--- config.mk ---
export PLATFORM = sky130hd
export DESIGN_NAME = clk_alarm_multi
export DESIGN_NICKNAME = d
export VERILOG_FILES = /design/src/rtl/clk_alarm_multi.sv
export SDC_FILE = /design/constraint.sdc
export NUM_CORES = 1
export LEC_CHECK = 0
export ABC_AREA = 1
export BUFFER_PORTS_ARGS = -buffer_cell sky130_fd_sc_hd__buf_4
export CORE_MARGIN = 8
export CORE_UTILIZATION = 55
export CTS_CLUSTER_SIZE = 40
export DETAILED_ROUTE_END_ITERATION = 7
export GPL_TIMING_DRIVEN = 0
export PLACE_DENSITY = 0.86
export SLEW_MARGIN = 20
export SYNTH_ARGS = -nofsm -noshare
export SYNTH_HDL_FRONTEND = slang
export SYNTH_SLANG_ARGS = --single-unit
--- constraint.sdc ---
create_clock -name clk -period 4.75 [get_ports clk]
set_input_delay 0.475 -clock clk [delete_from_list [all_inputs] [get_ports clk]]
set_output_delay 0.475 -clock clk [all_outputs]
set_load 0.02 [all_outputs]
--- src/rtl/clk_alarm_multi.sv ---
// BCD time-of-day clock with N_ALARM programmable alarm channels and a
// ring / snooze / dismiss controller with an auto-stop ring timer.
module clk_alarm_multi #(
  parameter int unsigned CNT_MAX    = 49999999,
  parameter int unsigned N_ALARM    = 4,
  parameter int unsigned RING_SEC   = 60,
  parameter int unsigned SNOOZE_SEC = 300
) (
  input  logic               clk,
  input  logic               rst,
  input  logic               run,
  input  logic               load,
  input  logic [23:0]        time_in,
  input  logic               alarm_we,
  input  logic [2:0]         alarm_idx,
  input  logic [23:0]        alarm_time,
  input  logic               alarm_en_in,
  input  logic               snooze,
  input  logic               dismiss,
  output logic [23:0]        time_out,
  output logic               tick,
  output logic               buzzer,
  output logic [N_ALARM-1:0] alarm_hit,
  output logic               load_err
);

  localparam int unsigned PW = (CNT_MAX > 0) ? $clog2(CNT_MAX + 1) : 1;
  localparam int unsigned RW = (RING_SEC > 0) ? $clog2(RING_SEC + 1) : 1;
  localparam int unsigned SW = (SNOOZE_SEC > 0) ? $clog2(SNOOZE_SEC + 1) : 1;

  typedef enum logic [1:0] {
    IDLE   = 2'd0,
    RING   = 2'd1,
    SNOOZE = 2'd2
  } state_e;

  logic [PW-1:0]      presc_q;
  logic               sec_end_c;
  logic               load_ok_c;
  logic [23:0]        time_inc_c;
  logic [3:0]         d_h10, d_h1, d_m10, d_m1, d_s10, d_s1;
  logic [3:0]         n_h10, n_h1, n_m10, n_m1, n_s10, n_s1;
  logic [23:0]        alarm_val [N_ALARM];
  logic [N_ALARM-1:0] alarm_en;
  logic [N_ALARM-1:0] match_c;
  state_e             state_q, state_d;
  logic [RW-1:0]      ring_q, ring_d;
  logic [SW-1:0]      snz_q, snz_d;
  logic [N_ALARM-1:0] hit_d;
  logic               buzzer_d;

  assign {d_h10, d_h1, d_m10, d_m1, d_s10, d_s1} = time_out;
  assign sec_end_c = run && (presc_q == PW'(CNT_MAX));

  // A load is legal only when it names a real time of day.
  assign load_ok_c = ((time_in[23:20] < 4'd2 && time_in[19:16] <= 4'd9) ||
                      (time_in[23:20] == 4'd2 && time_in[19:16] <= 4'd3)) &&
                     (time_in[15:12] <= 4'd5) && (time_in[11:8] <= 4'd9) &&
                     (time_in[7:4]   <= 4'd5) && (time_in[3:0]  <= 4'd9);

  // One-second BCD increment with ripple carry through the digits.
  always_comb begin
    n_h10 = d_h10;
    n_h1  = d_h1;
    n_m10 = d_m10;
    n_m1  = d_m1;
    n_s10 = d_s10;
    n_s1  = d_s1;
    if (d_s1 != 4'd9) begin
      n_s1 = d_s1 + 4'd1;
    end else begin
      n_s1 = 4'd0;
      if (d_s10 != 4'd5) begin
        n_s10 = d_s10 + 4'd1;
      end else begin
        n_s10 = 4'd0;
        if (d_m1 != 4'd9) begin
          n_m1 = d_m1 + 4'd1;
        end else begin
          n_m1 = 4'd0;
          if (d_m10 != 4'd5) begin
            n_m10 = d_m10 + 4'd1;
          end else begin
            n_m10 = 4'd0;
            if (d_h10 == 4'd2 && d_h1 == 4'd3) begin
              n_h10 = 4'd0;
              n_h1  = 4'd0;
            end else if (d_h1 == 4'd9) begin
              n_h1  = 4'd0;
              n_h10 = d_h10 + 4'd1;
            end else begin
              n_h1 = d_h1 + 4'd1;
            end
          end
        end
      end
    end
    time_inc_c = {n_h10, n_h1, n_m10, n_m1, n_s10, n_s1};
  end

  // Prescaler and time registers; an accepted load overrides the advance.
  always_ff @(posedge clk or posedge rst) begin
    if (rst) begin
      presc_q  <= '0;
      time_out <= '0;
      tick     <= 1'b0;
      load_err <= 1'b0;
    end else begin
      tick     <= 1'b0;
      load_err <= 1'b0;
      if (load && load_ok_c) begin
        time_out <= time_in;
        presc_q  <= '0;
      end else begin
        load_err <= load;
        if (run) begin
          if (sec_end_c) begin
            presc_q  <= '0;
            time_out <= time_inc_c;
            tick     <= 1'b1;
          end else begin
            presc_q <= presc_q + PW'(1);
          end
        end
      end
    end
  end

  // Alarm channel storage; indices beyond N_ALARM fall through the loop.
  always_ff @(posedge clk or posedge rst) begin
    if (rst) begin
      for (int i = 0; i < int'(N_ALARM); i++) begin
        alarm_val[i] <= '0;
      end
      alarm_en <= '0;
    end else if (alarm_we) begin
      for (int i = 0; i < int'(N_ALARM); i++) begin
        if (alarm_idx == 3'(i)) begin
          alarm_val[i] <= alarm_time;
          alarm_en[i]  <= alarm_en_in;
        end
      end
    end
  end

  // Illegal stored values never equal time_out, so they cannot match.
  always_comb begin
    match_c = '0;
    for (int i = 0; i < int'(N_ALARM); i++) begin
      match_c[i] = tick && alarm_en[i] && (alarm_val[i] == time_out);
    end
  end

  always_ff @(posedge clk or posedge rst) begin
    if (rst) begin
      state_q   <= IDLE;
      ring_q    <= '0;
      snz_q     <= '0;
      alarm_hit <= '0;
      buzzer    <= 1'b0;
    end else begin
      state_q   <= state_d;
      ring_q    <= ring_d;
      snz_q     <= snz_d;
      alarm_hit <= hit_d;
      buzzer    <= buzzer_d;
    end
  end

  // Ring controller: dismiss beats snooze beats the auto-stop timeout.
  always_comb begin
    state_d = state_q;
    ring_d  = ring_q;
    snz_d   = snz_q;
    hit_d   = alarm_hit | match_c;
    unique case (state_q)
      IDLE: begin
        if (|match_c) begin
          state_d = RING;
          ring_d  = RW'(RING_SEC);
        end
      end
      RING: begin
        if (dismiss) begin
          state_d = IDLE;
          hit_d   = '0;
        end else if (snooze) begin
          state_d = SNOOZE;
          snz_d   = SW'(SNOOZE_SEC);
        end else if (tick) begin
          if (ring_q <= RW'(1)) begin
            state_d = IDLE;
            hit_d   = '0;
          end else begin
            ring_d = ring_q - RW'(1);
          end
        end
      end
      SNOOZE: begin
        if (dismiss) begin
          state_d = IDLE;
          hit_d   = '0;
        end else if (|match_c) begin
          state_d = RING;
          ring_d  = RW'(RING_SEC);
        end else if (tick) begin
          if (snz_q <= SW'(1)) begin
            state_d = RING;
            ring_d  = RW'(RING_SEC);
          end else begin
            snz_d = snz_q - SW'(1);
          end
        end
      end
      default: begin
        state_d = IDLE;
        hit_d   = '0;
      end
    endcase
    buzzer_d = (state_d == RING);
  end

endmodule

* Word level (Yosys, flattened, before mapping) *
Index checks and enable logic that the tools add are counted.

cells by class
  $add $sub $neg = 9
  reductions and logical operators = 38
  multipliers = 0
  mux-type cells = 65
  div/mod/pow operators = 0
  shifts and indexed selects = 0
  bitwise logic cells = 1
  order comparisons = 9
  eq/ne operators = 35

operator list
  kind                                                             number
  two-way mux 4 bit                                                27
  equality test 24 bit                                             4
  two-way mux 26 bit                                               3
  two-way mux 24 bit                                               3
  two-way mux 6 bit                                                9
  two-way mux 9 bit                                                6
  adder 26 x 1 -> 26 bit (second input constant)                   1
  equality test 26 bit (second input constant)                     1
  adder 4 x 1 -> 4 bit (second input constant)                     6
  != test 2 bit (second input constant)                            10
  two-way mux 2 bit                                                9
  case mux 6 bit (3 select lines)                                  1
  case mux 9 bit (2 select lines)                                  1
  logical AND 1 bit                                                17
  AND reduction 7 bit                                              2
  equality test 4 x 2 -> 1 bit (second input constant)             3
  less-or-equal comparator 4 bit (second input constant)           3
  case mux 4 bit (3 select lines)                                  1
  AND reduction 2 bit                                              5
  less-or-equal comparator 9 x 1 -> 1 bit (second input constant)  1
  AND reduction 9 bit                                              1
  subtractor 9 x 1 -> 9 bit (second input constant)                1
  less-or-equal comparator 4 x 3 -> 1 bit (second input constant)  2
  != test 2 x 1 -> 1 bit (second input constant)                   4
  other kinds (25)                                                 36

storage, ports and cells
  register bits after elaboration = 174
  logic and storage cells = 179
  RAM bits = 0
  memories = 0
  output and inout bits = 31
  memory bits (read-only) = 0
  bits of input ports = 59
  bits in latches = 0

* Depth between registers and ports, before layout *
Gate-level depths: netlist of run 1.

  depth after elaboration = 10
  gate-level depth with buffers = 15
  gate-level depth less buffers = 14

* Worst setup path before layout of run 1 *
No wires, ideal clock.

  kind = register to register
  from = register time_out[20]
  to = register time_out[21]
  path slack = 2.818 ns
  library setup time = 0.123 ns
  data arrival time = 1.809 ns
  clock period less this slack = 1.932 ns
  required time = 4.627 ns
  path buffers = 1
  cell stages (with the launch flop) = 11
  path through = dfrtp_1 > buf_2 > inv_1 > ha_1 > nand3_1 > nor4_4 > nor2_1 > o21ai_0 > nand3_4 > nand2_1 > o21ai_1

between the ends
  word-level cells in the longest chain between the ends = 10
  elaborated cells between the ends (all ways) = 14
  those cells by class = add/sub (1); eq/ne (1); mux (9); reduce/logical (3)

RTL lines
  element                                                                      line    RTL
  start, declared                                                              20      output logic [23:0] time_out,
  start signal, assigned                                                       112     time_out <= time_in;
  start signal, assigned                                                       119     time_out <= time_inc_c;
  adder 4 x 1 -> 4 bit / equality test 4 x 2 -> 1 bit (equally long branches)  90, 85
  two-way mux 4 bit / logical AND 1 bit (equally long branches)                88, 85
  two-way mux 4 bit                                                            85      if (d_h10 == 4'd2 && d_h1 == 4'd3) begin
  two-way mux 4 bit                                                            81      if (d_m10 != 4'd5) begin
  two-way mux 4 bit                                                            77      if (d_m1 != 4'd9) begin
  two-way mux 4 bit                                                            73      if (d_s10 != 4'd5) begin
  two-way mux 4 bit                                                            69      if (d_s1 != 4'd9) begin
  two-way mux 24 bit                                                           117     if (sec_end_c) begin
  two-way mux 24 bit                                                           116     if (run) begin
  two-way mux 24 bit                                                           111     if (load && load_ok_c) begin

Several ways; a longest one is shown, not always the timed one. The select of a mux whose other input is x is not followed.
A chain may end at the register's enable or synchronous reset.

* Worst setup path in the final report of run 1 *
  from = register time_out[10]
  to = register snz_q[0]

between the ends
  word-level cells in the longest chain between the ends = 5
  elaborated cells between the ends (all ways) = 11
  those cells by class = eq/ne (5); reduce/logical (6)

RTL lines
  element                                 line  RTL
  equality test 24 bit                    150   match_c[i] = tick && alarm_en[i] && (alarm_val[i] == time_out);
  logical AND 1 bit                       150
  OR reduction 4 bit *                    203   end else if (|match_c) begin
  != test 2 bit (no source line) *        n/a
  AND reduction 7 bit (no source line) *  n/a
  end signal, assigned                    164   snz_q <= snz_d;
  end, declared                           48    logic [SW-1:0] snz_q, snz_d;

Every way passes the cells marked *; elsewhere a longest branch is shown, timed or not.

==> flow_summary.toml, run 1 <==
[global_routing]
grt_pass1_vias = 10140
antenna_found_initial = 0
grt_util_met2_pct = 43.12
use_met1_pct = 31.62
track_usage_pct = 26.32
grt_pass1_wl_um = 49640
grtUsageMet3_pct = 6.636
busiest_layer = "met2"
gr-total-overflow = 0
grt_max_degree = 35

[sta]
relSlewSlack_pct = 47.85
fmax_mhz = 424.8
setup_tns_ns = 0
hold_viol_final = 0
period_minus_slack_ns = 2.354
tightestPinTransition_ns = 0.7823
clock_skew_ns = 0.01285
final.period_utilization_pct = 49.55
rsz0062_at_grt = "false"
drv_slew = 0
setup_viol = 0

[cells_and_area]
finish.utilization_pct = 64.47
final_cells = 1817
final_nets = 1636
n_fill_cell = 1567
drive_gt1_share_pct = 12.19
diodes = 0
area_growth_pct = 16.45

[die]
pin_count = 90
die_w_um = 152.3
die_area_um2 = 23190
dieHeight_um = 152.3
core_area_um2 = 18460
start_util_pct = 55.36
rows = 50

[clocking]
clk_path_buf_depth = 2
cts-root-buf = "clkbuf_16"
hold_buffers = 0
cts_tree = "built"
h-tree-depth = 4
clock_latency_ns = 0.45
cts_resized = 0
clk_pin_slew_ns = 0.07
cts_buffers = 17
post-cts-setup-buffers = 0
cts.sinks = 174

[setup_path]
worst_path_max_delay_cell = "dfrtp_1"
path_delay_family = "simple AND/OR/NAND/NOR gates"
crit_type = "register to register"
path_buf_inv = 1
cpPeakStageDelay_ns = 0.51
r2r-start = "time_out[10]"
crit_arrival_ns = 2.73
crit_fanout = 10
cp.required_ns = 5.13
r2r_slack_ns = 2.40
worst_path_most_repeated_cell = "nand2_1"
path_cells = "inv_1 -> nand2_1 -> nand2_1 -> nor2_1 -> nand2_1 -> nor2_1 -> nand2_1 -> nor2_1 -> nor2_1 -> nand3_2 -> nand2_4 -> nand2_4 -> nand2_1 -> nand2_1"
worstSetupStartpoint = "time_out[10]"
crit_cells = 14
endpoint_kind = "register"
r2r_cells = 14
cp-start-kind = "register"

[drt]
wirelength_um = 30370
ant_nets = 0
dr.first_iter.drc_count = 925
num_vias = 10310
drc = 0
viasPerCell = 5.672
wire_per_inst_um = 16.71
dr.pass1.iters = 7

[placement]
detailed_place_hpwl_um = 22350
gp_congestion = 0.9274
port_buffers = 89
place_inst = 1785

[power_and_ir_drop]
p_leak_nw = 5.991
irDropWorstVdd_mv = 0.2752
power.density_nw_per_um2 = 353.0
power_mw = 4.200

[synth]
syn-mean-instance-area_um2 = 7.013
ys_warn_count = 0
synth_cell_type_count = 52
synth_seq_area_share_pct = 42.62
ys_async_sr_fraction_pct = 100.0
synth_nets = 1523
syn-cell-area_um2 = 10220
synthCells = 1457
ys_ff_latch = 174
synth_flop_cell = "dfrtp_1"
synth_edf_count = 0

[run]
cap_violations = 0

[run_status]
outcome = "complete, no violations"

[hold_path]
hp-class = "primary input to asynchronous set/reset pin"
## per-stage QoR
step	instance area (um^2)	hold WS [ns]	worst slack, ns
2_1_floorplan	10220	0.4419	2.050
3_3_place_gp	11180	0.4564	0.9844
3_5_place_dp	11280	0.4596	2.224
4_1_cts	11900	0.1062	2.459
5_1_grt	11900	0.1298	2.181
6_report	11900	0.08648	2.396
## where the power goes
group          internal (mW)  switching (mW)  leakage, nW
registers               1.70           0.207         2.19
logic                  0.310           0.488         3.50
clock network          0.805           0.686        0.300
total                   2.82            1.38         5.99
## sequential cells by signal, indices dropped and copies added (netlist names), 2 cells and up
register	cells
presc_q	26
ring_q	6
alarm_en	4
alarm_hit	4
alarm_val	96
time_out	24
state_q	2
snz_q	9
## synth_stat cells (4+ instances only)
| library cell | number | area (um^2) |
|---|---|---|
| nand2_1 | 494 | 1854 |
| inv_1 | 175 | 656.9 |
| dfrtp_1 | 174 | 4354 |
| o21ai_0 | 156 | 780.8 |
| nor2_1 | 118 | 442.9 |
| nand3_1 | 81 | 405.4 |
| nand4_1 | 30 | 187.7 |
| xor2_1 | 30 | 262.8 |
| nor3_1 | 27 | 135.1 |
| clkbuf_1 | 22 | 82.58 |
| a21oi_1 | 19 | 95.09 |
| o21ai_1 | 15 | 75.07 |
| buf_2 | 14 | 70.07 |
| inv_2 | 13 | 48.80 |
| ha_1 | 7 | 87.58 |
| o211ai_1 | 7 | 52.55 |
| xnor2_1 | 7 | 61.31 |
| or2_2 | 6 | 37.54 |
| nor2_2 | 5 | 31.28 |
| buf_4 | 4 | 30.03 |
| nand2_2 | 4 | 25.02 |
## placed cells by master, fill, tap and decap left out, drive strengths merged, types with 2 or more instances in the layout
master	instances
nand2	501
inv	197
dfrtp	174
o21ai	173
nor2	124
buf	115
nand3	85
clkbuf	39
nand4	31
xor2	30
nor3	28
a21oi	20
xnor2	7
o211ai	7
ha	7
or2	7
nor4	5
clkinv	4
o22ai	3
o31ai	3
nand3b	3
o221ai	2
and2	2
clkinvlp	2
a31oi	2
bufinv	2
a211oi	2
## worst reg2reg max path: stages, from the launching register on
cell and delay [ns]:
dfrtp_1 0.51, inv_1 0.22, nand2_1 0.10, nand2_1 0.06, nor2_1 0.08, nand2_1 0.09
nor2_1 0.22, nand2_1 0.10, nor2_1 0.29, nor2_1 0.12, nand3_2 0.10, nand2_4 0.11
nand2_4 0.14, nand2_1 0.08, nand2_1 0.07
## cell type report
cell class / instances / area [um^2] / area share, %
repair buffers: 94 / 768.2 / 6.457
well taps: 234 / 292.8 / 2.461
inverters: 190 / 716.9 / 6.026
clock inverters: 15 / 190.2 / 1.598
clock buffers: 17 / 425.4 / 3.576
multi-input cells: 1050 / 4933 / 41.47
flip-flops and latches: 174 / 4354 / 36.60
plain buffers: 43 / 216.5 / 1.819
## metal layers
layer	vias up	wire [um]	part of all wire [%]
met5	-	0	0
met3	111	2649	8.7
met1	4829	12240	40
met4	0	1283	4.2
met2	512	14190	47
li1	4854	-	-
## final timing paths
| kind | end |
|---|---|
| max in group asynchronous | alarm_val[58] |
| setup reg to reg | snz_q[0] |
| setup / recovery | snz_q[0] |
| hold / removal | buzzer |
| min in group clk | state_q[1] |
| hold reg to reg | ring_q[5] |
## cell families (layout without fill, tap and decap cells)
logic type / after synthesis / count (layout) / synth area share (%)
and+or+nand+nor: 791 / 791 / 32.98
buffers and inverters: 233 / 359 / 9.099
AOI/OAI and AO/OA: 215 / 215 / 11.28
DFF: 174 / 174 / 42.62
xor gates and xnor gates: 37 / 37 / 3.172
adders and majority gates: 7 / 7 / 0.8572
Power figures use the tool's default switching activity.
==> run 2: changes to the inputs <==
clock period = 1.9 ns   (was 4.75 ns; I/O delays follow)
==> flow_summary.toml, run 2 (same netlist as run 1, synthesis figures left out) <==
[run_status]
outcome = "complete, but fails checks"
violations = "setup timing"

[placement]
gp_congestion = 0.9500
port_buffers = 89
detailed_place_hpwl_um = 22330

[global_routing]
grt_max_degree = 36
grt_pass1_vias = 10290
track_usage_pct = 27.26
gr-total-overflow = 0
grt_pass1_wl_um = 51360
antenna_found_initial = 0

[drt]
dr.first_iter.drc_count = 933
num_vias = 10780
wire_per_inst_um = 17.46
drc = 0
ant_nets = 0
wirelength_um = 32730
dr.pass1.iters = 6
viasPerCell = 5.751

[setup_path]
worstSetupStartpoint = "time_out[4]"
rr_endpoint = "ring_q[4]"
worst_path_most_repeated_cell = "nand2_1"
crit_type = "register to register"
worst_path_max_delay_cell = "dfrtp_2"
r2r_cells = 13
cpPeakStageDelay_ns = 0.45
path_cells = "buf_6 -> nand2_1 -> nand2_1 -> nor2_1 -> nand3_1 -> nor2_1 -> nand3_1 -> nand2_2 -> nor2_4 -> nand3_4 -> nand2_4 -> nand2_1 -> nand2_1"
crit_fanout = 10
crit_arrival_ns = 2.33
r2r_slack_ns = -0.09
r2r-start = "time_out[4]"
cp.required_ns = 2.24
endpoint_kind = "register"
cp-start-kind = "register"

[clocking]
cts-root-buf = "clkbuf_16"
cts.sinks = 174
cts_buffers = 17
cts_tree = "built"
h-tree-depth = 4
clk_path_buf_depth = 2
clk_pin_slew_ns = 0.08
clock_latency_ns = 0.45

[cells_and_area]
area_growth_pct = 25.73
diodes = 0
top_register = "alarm_val"
final_cell_mix = "nand2_1, inv_1, dfrtp_1, o21ai_0, buf_4"
drive_gt1_share_pct = 21.94
largest_reg_flops = 96
n_fill_cell = 1438
top_regs = "alarm_val x96, presc_q x26, time_out x24"
final_common_cell = "nand2_1"
final_nets = 1694

[die]
dieHeight_um = 152.3
die_w_um = 152.3
start_util_pct = 55.36
die_area_um2 = 23190
rows = 50
core_area_um2 = 18460
pin_count = 90

[sta]
period_minus_slack_ns = 1.993
setup_viol = 17
clock_skew_ns = 0.01192
rsz0062_at_grt = "true"
final.period_utilization_pct = 104.9
relSlewSlack_pct = 49.74
hold_viol_final = 0
setup_tns_ns = -1.286
setup_slack_ns = -0.09349
drv_slew = 0
tightestPinTransition_ns = 0.7538
fmax_mhz = 501.6

[power_and_ir_drop]
power.density_nw_per_um2 = 823.4
irDropWorstVdd_mv = 0.6986
power_mw = 10.58
p_leak_nw = 6.329

[hold_path]
min_path_cells = 3
hold_start = "time_in[2]"
hp-class = "primary input to register"
holdPathEnd = "time_out[2]"

[run]
cap_violations = 0
## run 2: per-stage QoR
step / instance area (um^2) / util (%) / cells / setup WS [ns] / hold WS (ns)
3_5_place_dp: 11320 / 61.32 / 1786 / -0.3308 / 0.2484
6_report: 12850 / 69.61 / 1875 / -0.09349 / 0.009253
2_1_floorplan: 10220 / - / 1457 / -0.5147 / 0.2531
3_3_place_gp: 11180 / 60.59 / 1780 / -1.604 / 0.3915
4_1_cts: 12390 / 67.15 / 1848 / -0.02231 / 0.003549
5_1_grt: 12850 / 69.61 / 1875 / -0.1558 / 0.02400
## run 2: worst max path at each step
| stage | to | slack (ns) | cells past startpoint |
|---|---|---|---|
| final | ring_q[4] | -0.09 | 13 |
| after global routing | snz_q[4] | -0.16 | 14 |
| after CTS | snz_q[1] | -0.02 | 13 |
| after detailed placement | time_out[19] | -0.33 | 11 |
| after global placement | alarm_val[8] | -1.60 | 2 |
| after floorplan | alarm_en[0] | -0.51 | 1 |
## run 2: metal layers
layer / vias to the layer above / GRT usage [%] / part of all wire [%]
li1: 4975 / - / -
met1: 5118 / 32.91 / 39
met2: 585 / 45.41 / 48
met3: 105 / 6.438 / 9.1
met4: 0 / 12.80 / 4.1
met5: - / 0 / 0
## run 2: final cells by class
type                    instances  area, um^2  share of cell area (%)
multi-input cells            1052        5329                   41.48
flip-flops and latches        174        4383                   34.12
repair buffers                151        1247                   9.711
inverters                     190       744.5                   5.795
clock buffers                  18       439.2                   3.419
well taps                     234       292.8                   2.279
plain buffers                  42       266.5                   2.075
clock inverters                14       143.9                   1.120
## run 2: report_power, final
part           leakage (nW)  internal, mW  switching (mW)
logic                  3.88         0.896            1.34
clock network         0.284          1.79            1.74
registers              2.17          4.27           0.546
## run 2: worst max-delay path: cells and delay by family, from the launching register on
family	cells	cell delay, ns
buffers and inverters	1	0.17
DFF	1	0.45
and+or+nand+nor	12	1.26
## run 2: what timing repair did
item                                    CTS  global route
pin swaps                                30            43
gates resized for setup                  84            89
endpoints found under the hold margin    17             0
gates cloned                              2             2
setup buffers                            25            25
hold buffers                              4             0
endpoints found under the setup margin   55            52
